<file path="config.mk">
export PLATFORM = sky130hd
export DESIGN_NAME = memory_op_controller
export DESIGN_NICKNAME = d
export VERILOG_FILES = /design/src/rtl/memory_op_controller.sv
export SDC_FILE = /design/constraint.sdc
export NUM_CORES = 1
export LEC_CHECK = 0
export BUFFER_PORTS_ARGS = -buffer_cell sky130_fd_sc_hd__clkbuf_2
export CELL_PAD_IN_SITES_DETAIL_PLACEMENT = 2
export CELL_PAD_IN_SITES_GLOBAL_PLACEMENT = 2
export CORE_AREA = 8 8 75 77
export DETAILED_ROUTE_END_ITERATION = 10
export DIE_AREA = 0 0 83 85
export GPL_ROUTABILITY_DRIVEN = 0
export PLACE_DENSITY_LB_ADDON = 0.1
export SYNTH_ARGS = -nofsm -noshare
export SYNTH_HDL_FRONTEND = slang
export SYNTH_SLANG_ARGS = --single-unit
</file>
<file path="constraint.sdc">
create_clock -name clk -period 1.4 [get_ports clk]
set_clock_uncertainty 0.2 [all_clocks]
set_input_delay 0.28 -clock clk [delete_from_list [all_inputs] [get_ports clk]]
set_output_delay 0.28 -clock clk [all_outputs]
set_load 0.1 [all_outputs]
</file>
<file path="src/rtl/memory_op_controller.sv">
// memory_op_controller: sequences store/recall/clear ops on the calculator memory datapath.
// Ports:
//   clk, rst          clock (rising edge), async active-high reset
//   storeKey          store key level
//   recallKey         recall key level
//   clearKey          memory-clear key level
//   busy              main FSM busy; new ops are not accepted
//   bcdOutputMemory   memory result from the datapath
//   memoryFlag        op code to datapath in [1:0] (01 store, 10 recall, 11 clear)
//   bcdInputMemory    stored memory {sign, 3 BCD digits} fed back to the datapath
//   memValid          memory holds a stored value
//   displayLoad       1-cycle pulse: datapath output valid
//   opDone            1-cycle pulse: op finished
//   recallError       1-cycle pulse: recall requested with empty memory
module memory_op_controller #(
    parameter int HOLD_CYCLES = 2,
    parameter int FLAG_W      = 5
) (
    input  logic              clk,
    input  logic              rst,
    input  logic              storeKey,
    input  logic              recallKey,
    input  logic              clearKey,
    input  logic              busy,
    input  logic [12:0]       bcdOutputMemory,
    output logic [FLAG_W-1:0] memoryFlag,
    output logic [12:0]       bcdInputMemory,
    output logic              memValid,
    output logic              displayLoad,
    output logic              opDone,
    output logic              recallError
);
    localparam int CW = (HOLD_CYCLES > 2) ? $clog2(HOLD_CYCLES) : 1;
    localparam logic [CW-1:0] LAST = CW'(HOLD_CYCLES - 1);

    typedef enum logic [2:0] {IDLE, SETUP, APPLY, CAPTURE, WAITREL} state_t;

    state_t        state, state_n;
    logic [1:0]    op, op_n, sel_op;
    logic [CW-1:0] cnt;
    logic          store_q, recall_q, clear_q;
    logic          store_e, recall_e, clear_e;

    assign store_e  = storeKey & ~store_q;
    assign recall_e = recallKey & ~recall_q;
    assign clear_e  = clearKey & ~clear_q;
    // clear > store > recall when edges coincide
    assign sel_op = clear_e ? 2'b11 : store_e ? 2'b01 : recall_e ? 2'b10 : 2'b00;

    assign memoryFlag  = {{(FLAG_W-2){1'b0}}, (state == APPLY) ? op : 2'b00};
    assign displayLoad = (state == CAPTURE);
    assign opDone      = (state == CAPTURE);

    always_comb begin
        state_n     = state;
        op_n        = op;
        recallError = 1'b0;
        case (state)
            IDLE: if (!busy && sel_op != 2'b00) begin
                op_n = sel_op;
                if (sel_op == 2'b10 && !memValid) begin
                    recallError = 1'b1;
                    state_n     = WAITREL;
                end else begin
                    state_n = SETUP;
                end
            end
            SETUP:   state_n = APPLY;
            APPLY:   state_n = (cnt == LAST) ? CAPTURE : APPLY;
            CAPTURE: state_n = WAITREL;
            WAITREL: state_n = (storeKey | recallKey | clearKey) ? WAITREL : IDLE;
            default: state_n = IDLE;
        endcase
    end

    always_ff @(posedge clk or posedge rst) begin
        if (rst) begin
            state          <= IDLE;
            op             <= 2'b00;
            cnt            <= '0;
            store_q        <= 1'b0;
            recall_q       <= 1'b0;
            clear_q        <= 1'b0;
            bcdInputMemory <= 13'b0;
            memValid       <= 1'b0;
        end else begin
            state    <= state_n;
            op       <= op_n;
            store_q  <= storeKey;
            recall_q <= recallKey;
            clear_q  <= clearKey;
            cnt      <= (state == APPLY && cnt != LAST) ? cnt + 1'b1 : '0;
            if (state == CAPTURE) begin
                bcdInputMemory <= (op == 2'b11) ? 13'b0 : bcdOutputMemory;
                memValid       <= (op == 2'b01) ? 1'b1 : (op == 2'b11) ? 1'b0 : memValid;
            end
        end
    end
endmodule

</file>
Word-level counts from Yosys, hierarchy flattened:

Index checks and enable logic that the tools add are counted.

* flip-flop bits (word level): 23
* output and inout port bits: 22
* word-level logic and storage cells: 52

* reductions and logical operators: 10
* bitwise logic cells: 9
* add/sub/neg operators: 1
* equal/unequal tests: 8
* muxes and demuxes: 16

Operators by type and width (count)
* $pmux W3 S5: 1
* $mux W13: 1
* $mux W3: 3
* $mux W2: 4
* $mux W1: 7
* $eq A3 B2 Y1 const B: 2
* $eq A2 B2 Y1 const B: 2
* $not A1 Y1: 4
* $reduce_and A2 Y1: 2
* $reduce_bool A2 Y1: 2
* $and A1 B1 Y1: 3
* $eq A3 B1 Y1 const B: 1
* $eq A3 B3 Y1 const B: 1
* $logic_and A1 B1 Y1: 3
* $logic_not A3 Y1: 1
* $eq A2 B1 Y1 const B: 1
* $logic_not A1 Y1: 2
* $ne A2 B2 Y1 const B: 1
* $or A1 B1 Y1: 2
* $add A1 B1 Y1 const B: 1

Logic depth before layout (Yosys ltp):

* depth after elaboration: 10
* gate-level depth with buffers: 6
* mapped depth without buffers: 4

Worst setup path after synthesis:

OpenSTA, ideal clock, no wires.

* path kind: reg-to-output
* from: reg memValid
* to: out recallError
* cell stages (with the launch flop): 2
* arrival time: 2.981 ns
* slack: -2.061 ns
* cells stage by stage: dfrtp_1 -> nor3_1

* longest elaborated chain between the ends: 5

Ends and longest elaborated chain
* start: declaration: RTL line 28 `output logic memValid,`
* start signal: assignment: RTL line 95 `memValid <= (op == 2'b01) ? 1'b1 : (op == 2'b11) ? 1'b0 : memValid;`
* $logic_not A1 Y1: RTL line 61 `if (sel_op == 2'b10 && !memValid) begin`
* $logic_and A1 B1 Y1: RTL line 61
* $mux W1: RTL line 61
* $mux W1: RTL line 59 `IDLE: if (!busy && sel_op != 2'b00) begin`
* $mux W1: RTL line 58 `case (state)`
* end: declaration: RTL line 31 `output logic recallError`

Every way passes these cells.

Worst setup path after layout:

* from: reg state[0]
* to: out recallError

* longest elaborated chain between the ends: 2

Ends and longest elaborated chain
* start: declaration: RTL line 38 `state_t state, state_n;`
* start signal: assignment: RTL line 87 `state <= state_n;`
* $logic_not A3 Y1: RTL line 58
* $mux W1: RTL line 58

Every way passes these cells.

==> metrics.md <==
| Metric | Value |
|---|---|
| CP delay by family, top | `simple AND/OR/NAND/NOR gates` |
| Post-synthesis sequential area ratio | `56.51%` |
| Dpl cells | `208` |
| Gr usage total | `11.66%` |
| DRC | `0` |
| Max Cap Violations | `0` |
| CTS Buf Count | `3` |
| Worst path buffer plus inverter count | `1` |
| Main combinational cell family by area after synthesis | `simple AND/OR/NAND/NOR gates` |
| Top-count cell post-synth | `nand2_1` |
| Global-route wire length before repair | `6589 um` |
| Final hold violation count | `0` |
| Area leader, netlist | `dfrtp_1` |
| Failing checks | `negative setup slack` |
| Rows | `25` |
| Vias per inst | `4.458` |
| Routed wire length | `~4100 um` |
| Ys Warns | `0` |
| PortBufs | `37` |
| Synth Area in Simple Gates | `27.03%` |
| Fmax | `493.4 MHz` |
| Asr flop ratio synth | `100.0%` |
| Final setup fails | `26` |
| Clock Sinks | `23` |
| Initial DRC count | `17` |
| Drt wl/cell | `roughly 18 um` |
| Place WS | `-0.3685 ns` |
| Critical-path maximum fanout | `2` |
| Worst EP required | `0.92 ns` |
| Flip-flop and latch count after synthesis | `23` |
| Library cells used by synthesis | `27` |
| Main synth FF type | `dfrtp_1` |
| Slowest CP cell | `dfrtp_2` |
| CTS tree | `built` |
| Routed Antenna Nets | `0` |
| Ports | `41` |
| Synth top area share | `56.51%` |
| Worst-path clk slew | `around 0.08 ns` |
| Root Driver | `clkbuf_8` |
| Synth Area in Adders | `0%` |
| Share of cells above drive strength 1 | `56.65%` |
| Initial Util | `22.46%` |
| Mapped Avg Cell Area | `around 10 um2` |
| Die Ht | `85 um` |
| Outcome | `finished, violations left` |
| Final Cycle Share | `144.8%` |
| CP max stage delay | `0.43 ns` |
| Multiplexer share of the synthesized area | `0%` |
| Xor/xnor cell area share of the yosys netlist | `0.8600%` |
| Worst-Margin Slew | `0.6762 ns` |
| Area delta synth->final | `99.63%` |
| Largest net degree at the start of global routing | `14` |
| Non-filler instance count after layout | `227` |
| H-tree levels | `1` |
| Startpoint types | `flip-flop` |
| Fin Hold WS | `0.02553 ns` |
| DIE WIDTH | `83 um` |
| Final nets | `193` |
| Die footprint | `between 7000 and 8000 um2` |
| Worst Setup Slack, final | `-0.6267 ns` |
| Max Slew Vio Count | `0` |
| Arrival time at the worst endpoint | `about 1.6 ns` |
| Compound-cell area share of the yosys netlist | `around 8%` |
| Grt ovf | `0` |
| Final core utilization | `44.83%` |
| R2R Setup Slk | `-0.44 ns` |
| Hold-critical path depth | `3` |
| Cells after synthesis | `102` |
| Mapped cell area | `1018 um2` |
| Slew margin rel. | `between 50% and 60%` |
| HPWL Detailed | `2893 um` |
| Drt first pass iters | `3` |
| Worst Setup SP | `state[0]$_DFFE_PP0P_` |
| N_diodes | `0` |
| Clk Latency, worst-skew pair | `roughly 0.26 ns` |
| R2R depth | `6` |
| Clock buffer depth | `2` |
| CP cell instances | `nor4_4, nand3b_4, nor3_4, buf_12` |
| Vias in the first global route | `about 1.2k` |
| Commonest cells post-synth | `nand2_1, dfrtp_1, nand3_1, buf_4, nor2_1` |
| DR vias | `1012` |
| Number of synthesized flops with an enable pin | `0` |
| Crit. End Element | `output pin` |
| RSZ-0062 raised after global routing | `true` |
| WHS Endpoint | `bcdInputMemory[4]$_DFFE_PP0P_` |
| Critical path class | `flip-flop to output pin` |
| RR Startpoint | `state[0]$_DFFE_PP0P_` |
| Tmin final | `2.027 ns` |
| Antenna violations before repair | `0` |
| Core area | `4536 um2` |
| Hold crit path type | `input pin to flip-flop` |
| Cell types occupying the most area after synthesis | `dfrtp_1, nand2_1, nand3_1` |
| Hold_sp | `bcdOutputMemory[4]` |
| R2R Path End | `state[2]$_DFFE_PP0P_` |
==> worst max-delay path by stage <==
stage	cells after the start	slack [ns]	to
floorplan	4	-0.79	recallError
global placement	4	-0.29	recallError
detailed placement	4	-0.37	recallError
CTS	4	-0.62	recallError
global route	4	-0.68	recallError
finish	4	-0.63	recallError
==> cells by family after synthesis <==
family                 count (synthesis)
other                                  1
AND/OR/NAND/NOR                       56
AO/OA/AOI/OAI                          9
flip-flops                            23
XOR/XNOR                               1
buffers and inverters                 12
==> tightest hold or removal path: cells and delay by family <==
family / cells / cell delay, ns
buffers and inverters: 1 / 0.08
AND/OR/NAND/NOR: 2 / 0.10
==> flip-flops by register name (all words and copies together) (netlist names) <==
| name | flops |
|---|---|
| store_q | 1 |
| recall_q | 1 |
| bcdInputMemory | 13 |
| memValid | 1 |
| cnt | 1 |
| op | 2 |
| state | 3 |
| clear_q | 1 |
==> layout make-up <==
| class | instances | area [um2] |
|---|---|---|
| tap | 54 | 67.56 |
| timing repair buffer | 73 | 825.8 |
| sequential | 23 | 578.1 |
| multi-input combinational | 69 | 495.5 |
| clock buffer | 3 | 41.29 |
| inverter | 4 | 20.02 |
| clock inverter | 1 | 5.005 |
| fill | 468 | 2502 |
==> cell usage in the layout, fill, tap and decap left out <==
cell type,Yosys,routed
nand2_2,0,4
buf_4,5,23
inv_1,3,3
dlygate4sd3_1,0,1
xnor2_2,0,1
buf_6,1,8
nand2_4,0,1
nand3_1,13,13
clkbuf_2,0,18
inv_6,0,1
nor3_4,0,1
a21boi_2,1,1
nand2_1,29,24
nand3b_4,0,2
nand2b_1,3,3
o311ai_0,1,1
a32o_2,0,1
conb_1,1,3
and3_4,0,1
nor2_1,5,2
a22o_1,1,1
o21ai_4,0,1
o311ai_4,0,1
nand4b_1,1,1
clkinv_2,0,1
buf_12,0,21
buf_16,0,1
dfrtp_1,23,21
buf_8,0,1
nor4_4,1,1
o211ai_1,1,1
o21a_1,1,1
o31ai_4,0,1
nor2_4,0,3
dfrtp_2,0,2
clkbuf_8,0,3
==> stage by stage <==
stage                     area, um2  setup TNS, ns
final                          2033         -7.464
after global placement         1717         -1.566
after CTS                      1967         -5.646
after global routing           2033         -8.747
after floorplan                1087         -1.419
after detailed placement       1717         -2.824
==> routing by layer <==
metal	global-route usage [%]	share of wire (%)
met1	11.62	38
met2	22.98	56
met3	4.023	5.0
met4	1.438	0.46
met5	0	0
==> what timing repair did <==
item                                    in CTS  in global routing
gates resized for setup                     20                 11
pin swaps                                   15                  4
buffers inserted                            10                  6
gates cloned                                 1                  0
hold buffers                                 1                  0
endpoints found under the hold margin        5                  0
endpoints found under the setup margin      23                 25
Power is left out: the tool's default activity adds up to more than one toggle a clock period on the data nets, which glitch-free logic cannot reach.
